### config.mk
export PLATFORM = sky130hd
export DESIGN_NAME = lsu_mem_ctrl
export DESIGN_NICKNAME = d
export VERILOG_FILES = /design/src/rtl/lsu_pkg.sv /design/src/rtl/lsu_misalign_check.sv /design/src/rtl/lsu_mem_ctrl.sv
export SDC_FILE = /design/constraint.sdc
export NUM_CORES = 1
export LEC_CHECK = 0
export CORE_ASPECT_RATIO = 0.7
export CORE_MARGIN = 5
export CORE_UTILIZATION = 35
export DETAILED_ROUTE_END_ITERATION = 10
export HOLD_SLACK_MARGIN = 0.02
export PLACE_DENSITY_LB_ADDON = 0.08
export SYNTH_ARGS = -nofsm -noshare
export SYNTH_HDL_FRONTEND = slang
export SYNTH_SLANG_ARGS = --single-unit
export TNS_END_PERCENT = 1
### constraint.sdc
create_clock -name clk -period 3.3 [get_ports clk]
set_clock_uncertainty 0.1 [all_clocks]
set_input_delay 0.495 -clock clk [delete_from_list [all_inputs] [get_ports clk]]
set_output_delay 0.495 -clock clk [all_outputs]
set_load 0.02 [all_outputs]
### src/rtl/lsu_pkg.sv
// Shared types and load/store funct3 encodings for the LSU data path.
package lsu_pkg;

    typedef enum logic [1:0] {
        ST_IDLE = 2'd0,
        ST_REQ  = 2'd1,
        ST_WAIT = 2'd2,
        ST_DONE = 2'd3
    } lsu_state_e;

    localparam logic [2:0] FUNCT3_B  = 3'b000;
    localparam logic [2:0] FUNCT3_H  = 3'b001;
    localparam logic [2:0] FUNCT3_W  = 3'b010;
    localparam logic [2:0] FUNCT3_BU = 3'b100;
    localparam logic [2:0] FUNCT3_HU = 3'b101;

endpackage

### src/rtl/lsu_misalign_check.sv
// Flags accesses that must not reach the bus: misaligned half/word or an undefined funct3.
module lsu_misalign_check
    import lsu_pkg::*;
(
    input  logic [1:0] addr_lo,
    input  logic [2:0] funct3,
    output logic       bad_access
);

    // Byte accesses are always aligned; halves need addr[0]=0, words need addr[1:0]=0.
    always_comb begin
        bad_access = 1'b0;
        unique case (funct3)
            FUNCT3_B, FUNCT3_BU: bad_access = 1'b0;
            FUNCT3_H, FUNCT3_HU: bad_access = addr_lo[0];
            FUNCT3_W:            bad_access = (addr_lo != 2'b00);
            default:             bad_access = 1'b1;
        endcase
    end

endmodule

### src/rtl/lsu_mem_ctrl.sv
// Data-memory access controller: req/gnt + rvalid bus master with misalign and timeout handling.
module lsu_mem_ctrl
    import lsu_pkg::*;
#(
    parameter int unsigned TIMEOUT_CYCLES = 64
) (
    input  logic        clk,
    input  logic        rst,
    input  logic        req_valid,
    input  logic        req_write,
    input  logic [31:0] req_addr,
    input  logic [2:0]  req_funct3,
    input  logic [31:0] req_wdata,
    input  logic [3:0]  req_be,
    output logic        stall,
    output logic        resp_valid,
    output logic [31:0] resp_rdata,
    output logic        misalign_exc,
    output logic        bus_err,
    output logic        mem_req,
    output logic        mem_we,
    output logic [31:0] mem_addr,
    output logic [31:0] mem_wdata,
    output logic [3:0]  mem_be,
    input  logic        mem_gnt,
    input  logic        mem_rvalid,
    input  logic [31:0] mem_rdata
);

    localparam int unsigned      CNT_W    = $clog2(TIMEOUT_CYCLES);
    localparam logic [CNT_W-1:0] CNT_LAST = CNT_W'(TIMEOUT_CYCLES - 1);

    lsu_state_e       state_q, state_d;
    logic [CNT_W-1:0] cnt_q, cnt_d;
    logic             resp_valid_q, resp_valid_d;
    logic [31:0]      resp_rdata_q, resp_rdata_d;
    logic             misalign_exc_q, misalign_exc_d;
    logic             bus_err_q, bus_err_d;
    logic             mem_req_q, mem_req_d;
    logic             mem_we_q, mem_we_d;
    logic [31:0]      mem_addr_q, mem_addr_d;
    logic [31:0]      mem_wdata_q, mem_wdata_d;
    logic [3:0]       mem_be_q, mem_be_d;
    logic             bad_access;
    logic             timeout;

    lsu_misalign_check u_misalign_check (
        .addr_lo    (req_addr[1:0]),
        .funct3     (req_funct3),
        .bad_access (bad_access)
    );

    assign timeout = (cnt_q == CNT_LAST);

    // Next-state and next-output logic; outputs are registered from the next state.
    always_comb begin
        state_d        = state_q;
        cnt_d          = cnt_q;
        resp_rdata_d   = resp_rdata_q;
        misalign_exc_d = 1'b0;
        bus_err_d      = 1'b0;
        mem_we_d       = mem_we_q;
        mem_addr_d     = mem_addr_q;
        mem_wdata_d    = mem_wdata_q;
        mem_be_d       = mem_be_q;
        unique case (state_q)
            ST_IDLE: begin
                if (req_valid) begin
                    if (bad_access) begin
                        misalign_exc_d = 1'b1;
                        state_d        = ST_DONE;
                    end else begin
                        mem_we_d    = req_write;
                        mem_addr_d  = {req_addr[31:2], 2'b00};
                        mem_wdata_d = req_wdata;
                        mem_be_d    = req_write ? req_be : 4'b1111;
                        cnt_d       = '0;
                        state_d     = ST_REQ;
                    end
                end
            end
            ST_REQ: begin
                // Saturate so a grant on the last cycle leaves WAIT no extra budget.
                cnt_d = timeout ? cnt_q : cnt_q + 1'b1;
                if (mem_gnt) begin
                    state_d = mem_we_q ? ST_DONE : ST_WAIT;
                end else if (timeout) begin
                    bus_err_d = 1'b1;
                    state_d   = ST_DONE;
                end
            end
            ST_WAIT: begin
                cnt_d = timeout ? cnt_q : cnt_q + 1'b1;
                if (mem_rvalid) begin
                    resp_rdata_d = mem_rdata;
                    state_d      = ST_DONE;
                end else if (timeout) begin
                    bus_err_d = 1'b1;
                    state_d   = ST_DONE;
                end
            end
            ST_DONE: state_d = ST_IDLE;
            default: state_d = ST_IDLE;
        endcase
        mem_req_d    = (state_d == ST_REQ);
        resp_valid_d = (state_d == ST_DONE);
    end

    // State and registered outputs, synchronous active-high reset.
    always_ff @(posedge clk) begin
        if (rst) begin
            state_q        <= ST_IDLE;
            cnt_q          <= '0;
            resp_valid_q   <= 1'b0;
            resp_rdata_q   <= '0;
            misalign_exc_q <= 1'b0;
            bus_err_q      <= 1'b0;
            mem_req_q      <= 1'b0;
            mem_we_q       <= 1'b0;
            mem_addr_q     <= '0;
            mem_wdata_q    <= '0;
            mem_be_q       <= '0;
        end else begin
            state_q        <= state_d;
            cnt_q          <= cnt_d;
            resp_valid_q   <= resp_valid_d;
            resp_rdata_q   <= resp_rdata_d;
            misalign_exc_q <= misalign_exc_d;
            bus_err_q      <= bus_err_d;
            mem_req_q      <= mem_req_d;
            mem_we_q       <= mem_we_d;
            mem_addr_q     <= mem_addr_d;
            mem_wdata_q    <= mem_wdata_d;
            mem_be_q       <= mem_be_d;
        end
    end

    assign stall        = ((state_q == ST_IDLE) && req_valid) ||
                          (state_q == ST_REQ) || (state_q == ST_WAIT);
    assign resp_valid   = resp_valid_q;
    assign resp_rdata   = resp_rdata_q;
    assign misalign_exc = misalign_exc_q;
    assign bus_err      = bus_err_q;
    assign mem_req      = mem_req_q;
    assign mem_we       = mem_we_q;
    assign mem_addr     = mem_addr_q;
    assign mem_wdata    = mem_wdata_q;
    assign mem_be       = mem_be_q;

endmodule
# Yosys cells after proc, flatten, opt, wreduce, memory -nomap -nowiden
# Index checks and enable logic that the tools add are counted.
dict set report totals {
  word_cells 60
  output_inout_bits 106
  inputBits 109
  ff_bits 111
}
dict set report classes {
  mux 18
  reduce_logical 14
  add_sub_neg 1
  eq_ne 13
  n_bitwise 3
}
# op n
set ops {}
lappend ops {{6-bit 2-to-1 mux} 3}
lappend ops {{6-bit case mux with 2 select lines} 1}
lappend ops {{2-bit 2-to-1 mux} 5}
lappend ops {{2-bit case mux with 4 select lines} 1}
lappend ops {{6-bit by 1-bit adder with 6-bit output, second input constant} 1}
lappend ops {{2-bit == test, second input constant} 3}
lappend ops {{3-bit == test, second input constant} 2}
lappend ops {{6-bit == test, second input constant} 1}
lappend ops {{2-bit != test, second input constant} 3}
lappend ops {{2-bit OR reduction} 3}
lappend ops {{1-bit 2-to-1 mux} 5}
lappend ops {{2-bit by 1-bit == test with 1-bit output, second input constant} 2}
lappend ops {{4-bit 2-to-1 mux} 1}
lappend ops {{4-bit AND reduction} 1}
lappend ops {{2-bit nonzero test} 2}
lappend ops {{3-bit by 1-bit == test with 1-bit output, second input constant} 1}
lappend ops {{3-bit by 2-bit == test with 1-bit output, second input constant} 1}
lappend ops {{3-bit logical NOT} 1}
lappend ops {{1-bit inverter} 3}
lappend ops {{1-bit case mux with 3 select lines} 1}
lappend ops {{3-bit AND reduction} 1}
lappend ops {{3-bit OR reduction} 1}
lappend ops {{2-bit logical NOT} 1}
lappend ops {{1-bit logical OR} 2}
lappend ops {{3 further kinds} 3}

# Logic depth before layout (Yosys ltp)
dict set report depth {
  word_depth 7
  depth_mapped 8
  depth_no_buf 6
}

# Cells and area by module
# Synthesis repeated with hierarchy kept, for this count alone.
dict set report hier_totals {
  hier_cells 510
  area_unflattened_um2 4062.6
}
# mod n_inst area_each_um2 cells_each seq_area_each_um2
set modules_own_cells {}
lappend modules_own_cells {lsu_mem_ctrl 1 4047.6 507 2222.1}
lappend modules_own_cells {lsu_misalign_check 1 15.0 3 0.0}

# Worst setup path after synthesis
# OpenSTA, ideal clock, no wires.
dict set report synth_path {
  path_kind {input to register}
  from {in req_funct3[2]}
  to {reg cnt_q[0]}
  n_path_buf 0
  arrival_ps 1586
  t_required_ps 3126
  path_slack_ps 1539
  cell_stages 4
  setup_time_ps 74
  path_cell_list {o31ai_4 -> a31oi_2 -> or4b_1 -> a31oi_1}
}
dict set report synth_between {
  elab_chain_len 5
  word_cells_on_any_way 10
  cone_classes {eq/ne: 5; mux: 1; reduce/logical: 4}
}
# element line
set synth_lines {}
lappend synth_lines {{start, declared} lsu_mem_ctrl.sv:12} ;# input logic [2:0] req_funct3,
lappend synth_lines {{3-bit by 1-bit == test with 1-bit output, or another cell as far along} lsu_misalign_check.sv:13} ;# unique case (funct3)
lappend synth_lines {{2-bit OR reduction} lsu_misalign_check.sv:13}
lappend synth_lines {{1-bit case mux with 3 select lines *} lsu_misalign_check.sv:13}
lappend synth_lines {{2-bit != test (no line) *} n/a}
lappend synth_lines {{4-bit AND reduction (no line) *} n/a}
lappend synth_lines {{end signal, assigned} lsu_mem_ctrl.sv:125} ;# cnt_q <= cnt_d;
lappend synth_lines {{end, declared} lsu_mem_ctrl.sv:34} ;# logic [CNT_W-1:0] cnt_q, cnt_d;
# Mark *: on every way between the ends. The rest lies on a longest branch, timed or not.
# A chain may end at the register's enable or synchronous reset.

# Worst setup path in the final report
dict set report layout_path {
  from {reg state_q[0]}
  to {out stall}
}
dict set report layout_between {
  elab_chain_len 4
  word_cells_on_any_way 6
  cone_classes {eq/ne: 2; reduce/logical: 4}
}
# element line
set layout_lines {}
lappend layout_lines {{start, declared} lsu_mem_ctrl.sv:33} ;# lsu_state_e state_q, state_d;
lappend layout_lines {{start signal, assigned} lsu_mem_ctrl.sv:124} ;# state_q <= state_d;
lappend layout_lines {{2-bit logical NOT} lsu_mem_ctrl.sv:138} ;# assign stall = ((state_q == ST_IDLE) && req_valid) ||
lappend layout_lines {{1-bit logical AND} lsu_mem_ctrl.sv:138}
lappend layout_lines {{1-bit logical OR} lsu_mem_ctrl.sv:138}
lappend layout_lines {{1-bit logical OR *} lsu_mem_ctrl.sv:139} ;# (state_q == ST_REQ) || (state_q == ST_WAIT);
lappend layout_lines {{end, declared} lsu_mem_ctrl.sv:15} ;# output logic stall,
# Marked as above.

==> run metrics <==
Crit path required time=2.70 ns; Vias/cell=4.74; maximum vdd drop=0.000261 V; Synth async-reset ratio=0%; FF-to-FF Start=state_q[0]$_SDFF_PP0_; Slowest cell on crit path=clkdlybuf4s50_1; sequential-to-total area share from yosys stat=53.0%; CP peak stage delay=0.63 ns; yosys warns=0; run status=finished, final reports clean; switching pwr=1.27 mW; Syn Std Cell Area=0.00419 sq mm; final instance area=0.00673 sq mm; Synth top area share=53.0%; initial antenna violation count=0; fmax=388 MHz; clock share of power=30.0%; DRT Pass-1 Iters=4; post-route ant nets=0; Primary FF master, synth=dfxtp_1; Synth area leaders=dfxtp_1 53%, nand2_1 18%, a21oi_1 12%; crit end category=output port; vias in the first global route=4042; clock buffer count from CTS=9; Die Area=0.0143 sq mm; sw frac=31.9%; critical-path cell list=inv_1, ha_1, nand2_1, nand3_1, clkdlybuf4s50_1; FF-to-FF End=mem_addr[20]$_SDFFE_PP0P_; Cell variety after synth=36; post-CTS setup repair buffer count=0; most frequent cell after synthesis=nand2_1; reg-to-reg slack, setup=1.21 ns; relative slew slack=50.9%; Core Area=0.0117 sq mm; CTS sink cnt=111; layout cells sized above 1=3.97%; GR Overflow Total=0; fin. max-slew vios=0; crit start category=flip-flop; Mean Syn Cell Area=7.91 sq um; pin count of the biggest net entering global routing=69; final hold vios=0; Inst Count DP=871; Max H-tree Level=3; port buffer count=212; dpl ws=0.674 ns; final worst slack=0.721 ns; final hold slack=0.354 ns; Least-Margin Pin Slew=0.736 ns; largest fanout on the critical path=6; Max Cap Viol=0; Flop pwr share=39.4%; CP arrival=1.98 ns; Crit path max-delay family=buffers and inverters; critical path class=reg2out; min Tclk post-route=2.58 ns; total power=3.97 mW; #FFs+latches synth=111; die height=102 um; Resize count post-CTS=0; clk_lat worst skew=0.34 ns; Int Pwr=2.71 mW; area grow syn2layout=60.6%; Routed Wire Length=13.1 mm; Final HPWL DP=9.40 mm; Iteration-0 DRC Markers=204; Syn Inst Count=530; combinational share of power=30.6%; via count=4208; Hold Path Class=reg2reg; Cell Pwr Density=590 mW/mm^2; leakage=2.35 nW; initial core utilization=35.7%; period utilization=78.1%; Boundary Pins=215; Cell Area, Placed=0.00640 sq mm; Worst setup startpoint=state_q[0]$_SDFF_PP0_; Final setup viols=0; hold_buf cts=0; worst r2r path cells=6; GRT Total Usage=17.4%; clock slew at reported path FFs=0.07 ns; RSZ-0062 raised after global routing=false; Buf/Inv on CP=2; critical path depth=5; Die X=141 um; RePlAce Congestion=0.821; top post-synthesis cells by count=196 x nand2_1, 111 x dfxtp_1, 97 x a21oi_1, 24 x clkbuf_1, 13 x nor2_1; Util after Layout=57.4%; Setup crit end=stall; EDFF count, synth=0; Wirelength per Cell=14.8 um; CTS tree=done; post-synth top area cell=dfxtp_1; Final TNS setup=0 ns; Site Rows=33; Clock Tree Root=clkbuf_16; Finished Layout Cells=887; Bufs on Longest Clock Path=2; wire length of the first global-routing pass=20.2 mm; number of nets in the layout=840; drt drc=0; antenna fix cells=0
power groups by stage:
stage | sequential (mW) | clock [mW] | combinational (mW)
4_1_cts | 1.57 | 1.23 | 1.22
5_1_grt | 1.58 | 1.27 | 1.32
3_5_place_dp | 1.59 | 0 | 1.22
3_3_place_gp | 1.59 | 0 | 1.19
6_report | 1.56 | 1.19 | 1.21
2_1_floorplan | 1.74 | 0 | 0.527
sequential cells by signal, indices dropped and copies added (netlist names):
signal        cells
bus_err           1
cnt_q             6
mem_addr         30
mem_be            4
mem_req           1
mem_wdata        32
mem_we            1
misalign_exc      1
resp_rdata       32
resp_valid        1
state_q           2
cell families after synthesis:
kind of cell / synth area share (%)
simple gates: 23.4
flops: 53.0
buf+inv: 5.08
fa+ha+maj: 1.79
compound gates: 16.6
other cells: 0.0895
worst min-delay path by stage:
stage | startpoint | endpoint | depth (start not counted)
3_3_place_gp | mem_wdata[22]$_SDFFE_PP0P_ | mem_wdata[22]$_SDFFE_PP0P_ | 2
4_1_cts | resp_rdata[13]$_SDFFE_PP0P_ | resp_rdata[13]$_SDFFE_PP0P_ | 2
2_1_floorplan | cnt_q[1]$_SDFFE_PP0P_ | cnt_q[1]$_SDFFE_PP0P_ | 2
5_1_grt | mem_wdata[12]$_SDFFE_PP0P_ | mem_wdata[12]$_SDFFE_PP0P_ | 2
6_report | resp_rdata[19]$_SDFFE_PP0P_ | resp_rdata[19]$_SDFFE_PP0P_ | 2
3_5_place_dp | mem_wdata[27]$_SDFFE_PP0P_ | mem_wdata[27]$_SDFFE_PP0P_ | 2
routing by layer:
layer,vias to the layer above,wire [um],GRT usage (%)
li1,2121,-,-
met1,1913,5860,21.7
met2,161,5740,28.0
met3,13,1330,7.41
met4,0,171,4.69
met5,-,0,0
tightest hold or removal path: cells and delay by family (launching register included):
family | cells | cell delay (ns)
simple gates | 1 | 0.05
compound gates | 1 | 0.05
flops | 1 | 0.31
cells in the final DEF, fill, tap and decap left out, types with 4 or more instances in the layout:
cell             synthesis  layout
clkbuf_16                0       9
nor2_1                  13      13
a21oi_1                 97      97
buf_4                    3       7
dfxtp_1                111     111
nand3_1                  6       6
nand2_1                196     196
a22o_1                   5       5
clkdlybuf4s50_1          0     211
nor3b_1                  4       4
inv_1                   10      10
ha_1                     6       6
o21ai_0                  8       8
o211ai_1                 4       4
nor3_1                   7       7
nor2b_1                  5       5
final cells by class:
class                   count  area [sq um]
inverters                  10          37.5
well taps                 157           196
fillers                  1052          5000
repair buffers            219          2180
clock buffers               9           225
flip-flops and latches    111          2220
clock inverters             7           101
multi-input cells         374          1760
Power figures use the tool's default switching activity.
